$ cat config.mk
export PLATFORM = sky130hd
export DESIGN_NAME = led_bank_arbiter
export DESIGN_NICKNAME = d
export VERILOG_FILES = /design/src/rtl/led_arb_pkg.sv /design/src/rtl/rr_pick.sv /design/src/rtl/led_bank_arbiter.sv
export SDC_FILE = /design/constraint.sdc
export NUM_CORES = 1
export LEC_CHECK = 0
export BUFFER_PORTS_ARGS = -buffer_cell sky130_fd_sc_hd__buf_2
export CORE_MARGIN = 3
export CORE_UTILIZATION = 37
export DETAILED_ROUTE_END_ITERATION = 8
export PLACE_DENSITY_LB_ADDON = 0.15
export SLEW_MARGIN = 40
export SYNTH_ARGS = -nofsm -noshare
export SYNTH_HDL_FRONTEND = slang
export SYNTH_SLANG_ARGS = --single-unit
$ cat constraint.sdc
create_clock -name clk -period 3 [get_ports clk]
set_clock_uncertainty 0.15 [all_clocks]
set_input_delay 0.6 -clock clk [delete_from_list [all_inputs] [get_ports clk]]
set_output_delay 0.6 -clock clk [all_outputs]
set_load 0.01 [all_outputs]
$ cat src/rtl/led_arb_pkg.sv
// Shared types and width helpers for the LED bank arbiter and its round-robin picker.
package led_arb_pkg;

   typedef enum logic {
      IDLE = 1'b0,
      OWN  = 1'b1
   } state_t;

   // Width of a counter/index able to hold 0..n-1, never narrower than one bit.
   function automatic int clog2_min1(input int n);
      return (n <= 2) ? 1 : $clog2(n);
   endfunction

   function automatic int owner_w(input int num_req);
      return clog2_min1(num_req);
   endfunction

   function automatic int cnt_w(input int hold_cycles);
      return clog2_min1(hold_cycles);
   endfunction

endpackage

$ cat src/rtl/rr_pick.sv
// Combinational round-robin picker: first set request after 'last', with wrap,
// optionally ignoring one index (the current owner during preemption).
module rr_pick #(
   parameter int N = 4,
   parameter int W = 2
) (
   input  logic [N-1:0] req,
   input  logic [W-1:0] last,
   input  logic         exclude_en,
   input  logic [W-1:0] exclude_idx,
   output logic         any,
   output logic [W-1:0] idx
);

   logic [N-1:0] masked;
   int           slot;

   always_comb begin
      masked = req;
      if (exclude_en) masked[exclude_idx] = 1'b0;
   end

   // Walk offsets from farthest to nearest so the nearest set request is the last write.
   always_comb begin
      any  = 1'b0;
      idx  = '0;
      slot = 0;
      for (int k = N; k >= 1; k--) begin
         slot = (int'(last) + k) % N;
         if (masked[slot[W-1:0]]) begin
            any = 1'b1;
            idx = slot[W-1:0];
         end
      end
   end

endmodule

$ cat src/rtl/led_bank_arbiter.sv
// Round-robin owner of the board LED bank with a minimum hold time; the LEDs
// mirror the synchronized slide switches whenever nobody owns the bank.
module led_bank_arbiter
   import led_arb_pkg::*;
#(
   parameter int NUM_REQ     = 4,
   parameter int LED_W       = 16,
   parameter int HOLD_CYCLES = 1024
) (
   input  logic                          clk,
   input  logic                          rst_n,
   input  logic [LED_W-1:0]              sw,
   input  logic [NUM_REQ-1:0]            req,
   input  logic [NUM_REQ*LED_W-1:0]      req_data,
   output logic [NUM_REQ-1:0]            gnt,
   output logic [LED_W-1:0]              led,
   output logic [owner_w(NUM_REQ)-1:0]   owner,
   output logic                          busy
);

   localparam int OWNER_W = owner_w(NUM_REQ);
   localparam int CNT_W   = cnt_w(HOLD_CYCLES);
   localparam logic [CNT_W-1:0] CNT_MAX = CNT_W'(HOLD_CYCLES - 1);

   state_t             state, state_n;
   logic [LED_W-1:0]   sw_meta, sw_s;
   logic [OWNER_W-1:0] last_owner, last_owner_n, owner_n;
   logic [CNT_W-1:0]   cnt, cnt_n;
   logic [NUM_REQ-1:0] gnt_n;
   logic [LED_W-1:0]   led_n;
   logic [LED_W-1:0]   data_arr [NUM_REQ];
   logic               en, pick_any;
   logic [OWNER_W-1:0] pick_idx;

   always_comb begin
      for (int i = 0; i < NUM_REQ; i++) data_arr[i] = req_data[i*LED_W +: LED_W];
   end

   assign en   = sw_s[LED_W-1];
   assign busy = (state == OWN);

   rr_pick #(
      .N (NUM_REQ),
      .W (OWNER_W)
   ) u_pick (
      .req         (req),
      .last        (last_owner),
      .exclude_en  (state == OWN),
      .exclude_idx (owner),
      .any         (pick_any),
      .idx         (pick_idx)
   );

   // NOTE: every output of this block gets a default first, so no path leaves one unassigned and no latch is inferred.
   always_comb begin
      state_n      = state;
      owner_n      = owner;
      last_owner_n = last_owner;
      cnt_n        = (cnt == CNT_MAX) ? cnt : cnt + 1'b1;
      gnt_n        = gnt;
      led_n        = sw_s;

      unique case (state)
         IDLE: begin
            cnt_n = cnt;
            if (en && pick_any) begin
               state_n      = OWN;
               owner_n      = pick_idx;
               last_owner_n = pick_idx;
               gnt_n        = NUM_REQ'(1) << pick_idx;
               cnt_n        = '0;
            end
         end
         OWN: begin
            led_n = data_arr[owner];
            if (!en) begin
               state_n = IDLE;
               gnt_n   = '0;
            end else if (!req[owner] || (cnt == CNT_MAX && pick_any)) begin
               // Voluntary release hands over at once; otherwise only after the hold expires.
               if (pick_any) begin
                  owner_n      = pick_idx;
                  last_owner_n = pick_idx;
                  gnt_n        = NUM_REQ'(1) << pick_idx;
                  cnt_n        = '0;
               end else begin
                  state_n = IDLE;
                  gnt_n   = '0;
               end
            end
         end
         default: state_n = IDLE;
      endcase
   end

   // NOTE: registered state uses non-blocking assignments so every flop samples pre-edge values.
   always_ff @(posedge clk or negedge rst_n) begin
      if (!rst_n) begin
         sw_meta    <= '0;
         sw_s       <= '0;
         state      <= IDLE;
         owner      <= '0;
         last_owner <= OWNER_W'(NUM_REQ - 1);
         cnt        <= '0;
         gnt        <= '0;
         led        <= '0;
      end else begin
         sw_meta    <= sw;
         sw_s       <= sw_meta;
         state      <= state_n;
         owner      <= owner_n;
         last_owner <= last_owner_n;
         cnt        <= cnt_n;
         gnt        <= gnt_n;
         led        <= led_n;
      end
   end

endmodule

Word-level counts from Yosys, hierarchy flattened
Cells that the tools add are included.
{ "op_classes": {"add_sub_neg": 5, "mul": 0, "div": 0, "n_lt_le_gt_ge": 7, "n_eq_ne": 6, "shift": 1, "mux": 46, "bitwise": 4, "n_reduce_logical": 7} }
{ "ops": {"columns": ["cell", "n"], "rows": [
  ["2-to-1 mux 10 bit", 5],
  ["2-to-1 mux 16 bit", 3],
  ["binary-select mux 16 bit (select 2 bit)", 1],
  ["2-to-1 mux 4 bit", 5],
  ["one-hot mux 10 bit (2 select lines)", 1],
  ["2-to-1 mux 2 bit", 8],
  ["less-than comparator 2 x 3 -> 1 bit (second input constant)", 5],
  ["2-to-1 mux 1 bit", 14],
  ["adder 10 x 1 -> 10 bit (second input constant)", 1],
  ["binary-select mux 1 bit (select 2 bit)", 5],
  ["equality test 10 bit (second input constant)", 1],
  ["one-hot mux 4 bit (2 select lines)", 1],
  ["!= test 2 x 1 -> 1 bit (second input constant)", 3],
  ["adder 2 x 1 -> 2 bit (second input constant)", 2],
  ["adder 2 bit (second input constant)", 2],
  ["AND 4 bit", 1],
  ["inverter 4 bit", 1],
  ["one-hot mux 2 bit (2 select lines)", 1],
  ["AND reduction 4 bit", 1],
  ["<< shifter 1 x 2 -> 4 bit (first input constant)", 1],
  [">= comparator 3 bit (second input constant)", 1],
  ["logical AND 1 bit", 3],
  ["!= test 3 x 2 -> 1 bit (second input constant)", 1],
  ["inverter 2 -> 3 bit", 1],
  ["8 further kinds", 8]
]} }
{ "word_totals": {"ff_bits": 67, "latch_bits": 0, "mem_bits_rw": 0, "rom_bits": 0, "inputBits": 86, "output_inout_bits": 23, "word_cells": 84, "mem_count": 0} }

Longest topological paths before layout
Gate-level depths: netlist of run 1.
{ "logic_depth": {"word_depth": 18, "depth_mapped": 8, "ltp_nobuf": 7} }

Hierarchy
A second synthesis of run 1 with hierarchy kept.
{ "unflattened": {"cells_unflattened": 219, "area_unflattened_um2": 3118.0} }
{ "by_module_without_submodules": {"columns": ["mod", "n_inst", "cells_per_inst", "area_each_um2", "seq_area_each_um2"], "rows": [
  ["led_bank_arbiter", 1, 191, 2892.8, 1679.1],
  ["rr_pick", 1, 28, 225.2, 0.0]
]} }

Worst setup path after synthesis of run 1
Ideal clock, no wire load.
{ "synth_path": {"kind": "flip-flop to flip-flop", "startpoint": "register last_owner[0]", "endpoint": "register owner[0]", "setup_time_ns": 0.125, "arrival_ns": 1.918, "required_time_ns": 2.725, "slack_ns": 0.807, "path_stages_with_launch": 7, "n_path_buf": 1, "synth_period_minus_slack_ns": 2.193, "cell_sequence": "dfstp_2 -> buf_6 -> mux2_4 -> o21a_2 -> o31ai_4 -> nor2_4 -> mux2_4"} }
{ "synth_via": {"elab_chain_len": 11, "elab_cells_between_ends": 32, "classes_between": "add/sub (4); eq/ne (3); mux (21); reduce/logical (4)"} }
{ "synth_rtl": {"columns": ["element", "line", "text"], "rows": [
  ["from (decl)", "led_bank_arbiter.sv:27", "logic [OWNER_W-1:0] last_owner, last_owner_n, owner_n;"],
  ["from (signal assigned)", "led_bank_arbiter.sv:103", "last_owner <= OWNER_W'(NUM_REQ - 1);"],
  ["from (signal assigned)", "led_bank_arbiter.sv:112", "last_owner <= last_owner_n;"],
  ["adder 2 x 1 -> 2 bit", "rr_pick.sv:29", "slot = (int'(last) + k) % N;"],
  ["binary-select mux 1 bit (select 2 bit)", "rr_pick.sv:30", "if (masked[slot[W-1:0]]) begin"],
  ["2-to-1 mux 1 bit (implied by the code)", "rr_pick.sv:30", null],
  ["2-to-1 mux 2 bit / 2-to-1 mux 1 bit (equally long branches) (4 in series)", "rr_pick.sv:30", null],
  ["2-to-1 mux 2 bit / logical AND 1 bit (equally long branches)", "led_bank_arbiter.sv:81, led_bank_arbiter.sv:79", null],
  ["2-to-1 mux 2 bit / logical OR 1 bit (equally long branches)", "led_bank_arbiter.sv:79", "end else if (!req[owner] || (cnt == CNT_MAX && pick_any)) begin"],
  ["2-to-1 mux 2 bit / != test 2 x 1 -> 1 bit (equally long branches)", null, null],
  ["one-hot mux 2 bit (2 select lines) / AND reduction 4 bit (equally long branches)", null, null],
  ["to (signal assigned)", "led_bank_arbiter.sv:111", "owner <= owner_n;"],
  ["to (decl)", "led_bank_arbiter.sv:17", "output logic [owner_w(NUM_REQ)-1:0] owner,"]
]} }
Parallel ways exist; a longest one is shown, timed or not. The select of a mux whose other input is x is not followed.
A chain may end at the register's enable or synchronous reset.

Worst setup path after layout of run 1
Same ends and word-level chain as after synthesis.

==> results.md, run 1 <==
* Vias in the first global route at 2,180
* Die Y-Extent at 97.4 um
* Largest net degree at the start of global routing at 68
* Final critical-path required period at ~2.4 ns
* Data arrival time of the critical path at 2.51 ns
* Post-detailed-route wirelength per cell at 15.2 um
* Sequential power share at 37.4%
* Crit share post-route at 81.2%
* Simple-gate area share of the yosys netlist at 7.73%
* Post-Syn Area per Cell at 13.8 um2
* Cts bufs inserted at 9
* Port Buffer Count at 108
* Syn Nets at 311
* Global-route congestion overflow total at 0
* Number of flip-flops and latches in the synthesized netlist at 67
* Placeable core area at 0.00793 mm2
* Leading post-synthesis cells by cell area: dfrtp_1, mux4_2, mux2_2
* Layout Nets at between 400 and 500
* Most numerous cell in the Yosys netlist: dfrtp_1
* Post-synthesis sequential area ratio at 54.3%
* Highest attainable clock frequency at 411 MHz
* Clk Latency, worst-skew pair at 0.33 ns
* Antenna violations before repair at 0
* Maximum vdd drop at around 0.0003 V
* Die Outline Area at 0.00949 mm2
* XOR/XNOR Fraction of Synth Area at 1.66%
* Critical Path RT at between 3 and 4 ns
* Adder-cell area share of the yosys netlist at 0.405%
* Ratio of total power to cell area at 848 mW/mm2
* Max-slew violation count at 0
* Final setup TNS at 0 ns
* Number of sinks driven by the clock tree at 67
* DRC viols at 0
* CTS clock-pin slew for the worst setup and hold paths at approximately 0.080 ns
* Initial DRT Pass Iterations at 4
* Worst-case headroom to the max-slew limit at 60.0%
* Wire length after detailed routing at 6760 um
* Largest fanout on the critical path at 11
* Power dissipated by switching net loads at 1.13 mW
* Net switching fraction of the power at 33.6%
* CP Launch Type: register
* Total via count after detailed routing at 2,267
* Largest incremental delay on the critical path at around 0.69 ns
* Endpoint kind of the worst setup timing path: register
* Main combinational cell family by area after synthesis: multiplexers
* Async set or reset register ratio after synthesis at 100%
* Effective utilization at floorplan at 39.0%
* Number of max-capacitance violations reported at 0
* Weighted congestion at the end of routability-driven global placement at 0.839
* Syn. warnings at 0
* Cell count after synthesis at 224
* Area Overhead vs Synth at 28.3%
* Final Non-Filler Cells at 446
* # rows at 32
* Combinational share of power at 38.5%
* Number of buffers inserted for hold repair after clock tree synthesis at 0
* Final count of negative-setup-slack endpoints at 0
* Clock Tree Root: clkbuf_8
* Path category of the worst min-delay check: in -> async
* Result of the run: finished clean
* Post-synthesis mux area share at about a fifth
* Cell count after placement at 430
* Clock tree from TritonCTS: yes
* Max H-tree Level at 3
* Number of vias per cell after detailed routing at 5.08
* Global routing usage summed across all routing layers at 14.5%
* Leakage power at 1.80 nW
* Fraction of final layout cells with drive strength greater than 1 at 52.6%
* Critical-path cell list: xor2_2 > a31oi_4 > o31ai_4 > nor2_4 > mux2_4
* Antenna violation net count after detailed routing at 0
* RSZ-0062 raised after global routing: no
* Cell type of the slowest stage on the worst timing path: dfstp_2
* Iteration-0 DRC Markers at 79
* EDFF count, synth at 0
* Wire length of the first global-routing pass at between 10,000 and 15,000 um
* Post-CTS setup repair buffer count at 0
* Width of the chip at 97.4 um
* Detailed-placement wirelength estimate at 5020 um
* Tightest Pin Transition at 0.600 ns
* Leading cell types by count after synthesis: dfrtp_1, mux2_2, mux4_2, nor2_1, nand2_1
* Clk network pwr share at 24.1%
* Maximum count of clock buffers along a single path at 2
* Quantity of gates resized following cts at 0
* Compound-gate portion of the synthesized area at 12.1%
* Design internal power at 2.23 mW
* Area fraction of the dominant cell type after synthesis at 52.6%
* Critical setup path kind: reg -> reg
* Largest area contributor in the netlist: dfrtp_1
* Number of ports placed on the die boundary at 109
* Antenna Diode Count at 0
* Most frequently used flop master after synthesis: dfrtp_1
* Final number of hold-violating endpoints at 0
* Post-Syn Area at 0.00309 mm2
* Count of distinct cell types in the synthesized netlist at between 50 and 60
[placed cells by master, fill, tap and decap left out, types with 2 or more instances in the layout]
master     count
mux4_2        16
o21ai_1        3
and3b_1        2
o2bb2ai_2      2
nor3_1         3
a21oi_1        5
nor2_1        13
nand2_1       12
clkbuf_8       9
inv_1          6
xnor2_1        2
a31oi_1        4
clkinv_4       2
mux2_4         3
buf_2        108
dfstp_2        2
mux2i_1        4
o31a_1         2
o21ai_0        8
dfrtp_1       65
nand3_1        9
bufinv_16      2
buf_4          6
mux2_2        18
xor2_1         2
a211oi_1       2
[power groups by stage]
stage                     Sequential, mW  Clock, mW  Combinational, mW
after detailed placement            1.28          0               1.32
after global routing                1.29      0.877               1.42
after CTS                           1.26      0.840               1.32
after floorplan                     1.26          0              0.968
after global placement              1.28          0               1.31
final                               1.26      0.810               1.30
[worst paths after layout]
path	start	end	slack [ns]	cells past startpoint
max in group asynchronous	rst_n	sw_meta[4]	2.08	2
min in group clk	sw_meta[6]	sw_s[6]	0.19	0
max	last_owner[0]	owner[0]	0.56	5
max reg2reg	last_owner[0]	owner[0]	0.56	5
min	rst_n	cnt[4]	0.19	2
min reg2reg	sw_meta[6]	sw_s[6]	0.19	0
[sequential cells by signal, summed over array words and instances (netlist names)]
signal	count
sw_meta	16
last_owner	2
cnt	10
owner	2
sw_s	16
led	16
busy	1
gnt	4
[routing by layer]
layer | vias up | share of wire [%] | track usage, %
li1 | 1076 | - | -
met1 | 1104 | 43 | 18.8
met2 | 77 | 48 | 22.6
met3 | 10 | 6.7 | 4.31
met4 | 0 | 1.4 | 6.39
met5 | - | 0 | 0
[worst max-delay path: cells and delay by family (launching register included)]
family                    cells  cell delay (ns)
xor gates and xnor gates      1             0.29
DFF                           1             0.69
muxes                         1             0.32
AOI/OAI and AO/OA             2             0.71
and+or+nand+nor               1             0.16
[kinds of logic (layout without fill, tap and decap cells)]
logic type                 Yosys count  in the layout
DFF                                 67             67
and+or+nand+nor                     47             47
AOI/OAI and AO/OA                   46             46
muxes                               41             41
buffers and inverters               17            137
xor gates and xnor gates             5              5
adders and majority gates            1              1
[final cells by class]
| cell class | instances | area [um2] |
|---|---|---|
| Timing Repair Buffer | 115 | 597 |
| Tap cell | 102 | 128 |
| Multi-Input combinational cell | 140 | 1320 |
| Inverter | 6 | 22.5 |
| Clock buffer | 10 | 128 |
| Sequential cell | 67 | 1680 |
| Clock inverter | 6 | 90.1 |
| Fill cell | 720 | 3960 |
[metrics by stage]
| stage | worst slack [ns] | instance area (um2) | hold WS [ns] | total power, mW | utilization [%] |
|---|---|---|---|---|---|
| after floorplan | 0.807 | 3090 | 0.154 | 2.23 | - |
| after global placement | 0.588 | 3750 | 0.182 | 2.58 | 47.3 |
| after CTS | 0.560 | 3970 | 0.191 | 3.42 | 50.0 |
| after detailed placement | 0.533 | 3750 | 0.185 | 2.59 | 47.3 |
| final | 0.565 | 3970 | 0.187 | 3.36 | 50.0 |
| after global routing | 0.376 | 3970 | 0.184 | 3.58 | 50.0 |
No activity file was read; power rests on OpenSTA's default activity.
==> inputs of run 2 (changes only) <==
- clock period: 3 -> 2.3 ns (I/O delays scaled with it)
==> run 2 against run 1 <==
Compared with the run above:
- global-route usage grew 1.4 points
- worst hold slack lost 0.11 ns
- clock power grew 32%
- via count grew 1.5%
- combinational power grew 44%
- critical path depth grew 1
==> results.md, run 2 (same netlist as run 1, synthesis figures left out) <==
* Hold Path Sink: sw_meta[2]
* Result of the run: finished clean
* Top Registers: led x16, sw_meta x16, sw_s x16
* Tightest Pin Transition at 0.525 ns
* Effective utilization at floorplan at 39.0%
* Worst hold path stage count at 1
* Final number of hold-violating endpoints at 0
* Wire length of the first global-routing pass at 12,000 um
* Worst-case headroom to the max-slew limit at between 60% and 70%
* Leakage power at around 1.8 nW
* Reg2reg end: cnt[2]
* Initial DRT Pass Iterations at 5
* Hold slack at 0.0768 ns
* Number of ports placed on the die boundary at 109
* Fraction of final layout cells with drive strength greater than 1 at 54.8%
* Cell type of the slowest stage on the worst timing path: dfstp_2
* Clk Latency, worst-skew pair at 0.33 ns
* Clock Tree Root: clkbuf_8
* Die Y-Extent at 97.4 um
* Die Outline Area at 0.00949 mm2
* Cell count after placement at about 440
* Placeable core area at 0.00793 mm2
* Final count of negative-setup-slack endpoints at 0
* CTS clock-pin slew for the worst setup and hold paths at about 0.080 ns
* Post-detailed-route wirelength per cell at 15.7 um
* Post-route worst setup slack at 0.105 ns
* Placed instance area at 0.00381 mm2
* Global-route congestion overflow total at 0
* Critical-path cell list: mux2_4 > o21a_2 > o31a_1 > o211ai_1 > xor2_1 > nor2_1
* Max-slew violation count at 0
* Final setup TNS at 0 ns
* Depth of the most critical reg-to-reg path at 6
* Port Buffer Count at 108
* Number of sinks driven by the clock tree at 67
* Highest attainable clock frequency at between 400 and 500 MHz
* Antenna violation net count after detailed routing at 0
* Weighted congestion at the end of routability-driven global placement at ~0.83
* Worst reg2reg setup slack at 0.10 ns
* Maximum count of clock buffers along a single path at 2
* Final critical-path required period at 2.20 ns
* Largest net degree at the start of global routing at 50
* Crit share post-route at 95.5%
* Critical Path RT at approximately 2.4 ns
* Largest incremental delay on the critical path at 0.64 ns
* Most frequent cells in the layout: buf_2, dfrtp_1, mux2_2, mux4_2
* Final design area excluding fillers at around 0.0041 mm2
* Iteration-0 DRC Markers at 84
* Source of the worst register-to-register timing path: last_owner[0]
* Width of the chip at 97.4 um
* Ratio of total power to cell area at 1110 mW/mm2
* Max H-tree Level at 3
* Endpoint kind of the worst setup timing path: register
* Number of vias per cell after detailed routing at approximately 5
* Path category of the worst min-delay check: in -> reg
* Cts bufs inserted at 9
* Layout Nets at 434
* Vias in the first global route at 2,388
* # rows at 32
* Antenna violations before repair at 0
* Total power draw at 4.53 mW
* Start point of the worst hold path: sw[2]
* Register Area at 0.00168 mm2
* Final Non-Filler Cells at 454
* Antenna Diode Count at 0
* Area Overhead vs Synth at 31.7%
* Data arrival time of the critical path at 2.27 ns
* Largest fanout on the critical path at 8
* Area of the multi-input gates at 0.00136 mm2
* Setup Slack @ Placement at 0.0863 ns
* Leading cell type in the layout, fill and taps excluded: buf_2
* DRC viols at 0
* Wire length after detailed routing at 7110 um
* Finished Core Util at 51.4%
* Global routing usage summed across all routing layers at 15.9%
* Clock tree from TritonCTS: yes
* Number of max-capacitance violations reported at 0
* Critical setup path kind: reg -> reg
* Total via count after detailed routing at 2,300
* Post-CTS setup repair buffer count at 0
* Detailed-placement wirelength estimate at 5340 um
* Count of filler cells inserted in the layout at 714
* Maximum vdd drop at 0.000398 V
* CP Launch Type: register
## run 2: power breakdown
| part | internal [mW] | switching, mW | leakage [nW] |
|---|---|---|---|
| registers | 1.43 | 0.166 | 0.806 |
| clock network | 0.613 | 0.452 | 0.103 |
| logic | 0.956 | 0.917 | 0.934 |
| total | 3.00 | 1.54 | 1.84 |
## run 2: cell type report
type,instances,share of cell area [%]
repair buffers,123,16.4
flip-flops and latches,67,41.3
clock inverters,6,2.18
well taps,102,3.13
multi-input cells,140,33.3
clock buffers,10,3.13
inverters,6,0.553
## run 2: worst max path at each step
stage,to,from,cells after the start
floorplan,owner[0],last_owner[0],6
global placement,cnt[7],last_owner[0],6
detailed placement,owner[0],req[1],7
CTS,cnt[7],last_owner[0],6
global route,owner[0],owner[1],7
finish,cnt[2],last_owner[0],6
## run 2: worst max-delay path: cells and delay by family, from the launching register on
| family | cells | cell delay (ns) |
|---|---|---|
| AO/OA/AOI/OAI | 3 | 0.74 |
| flip-flops | 1 | 0.64 |
| AND/OR/NAND/NOR | 1 | 0.06 |
| multiplexers | 1 | 0.33 |
| XOR/XNOR | 1 | 0.17 |
## run 2: layer usage
| layer | part of all wire [%] | vias to the layer above | track usage (%) | wire, um |
|---|---|---|---|---|
| met3 | 7.6 | 8 | 4.31 | 542 |
| met2 | 50 | 89 | 25.1 | 3540 |
| li1 | - | 1083 | - | - |
| met5 | 0 | - | 0 | 0 |
| met4 | 1.3 | 0 | 6.39 | 92 |
| met1 | 41 | 1120 | 20.8 | 2940 |
## run 2: repair_timing
action | 4_1_cts | 5_1_grt
endpoints found under the hold margin | 16 | 0
resized for setup | 0 | 6
hold buffers | 1 | 0
setup endpoints to repair | 0 | 11
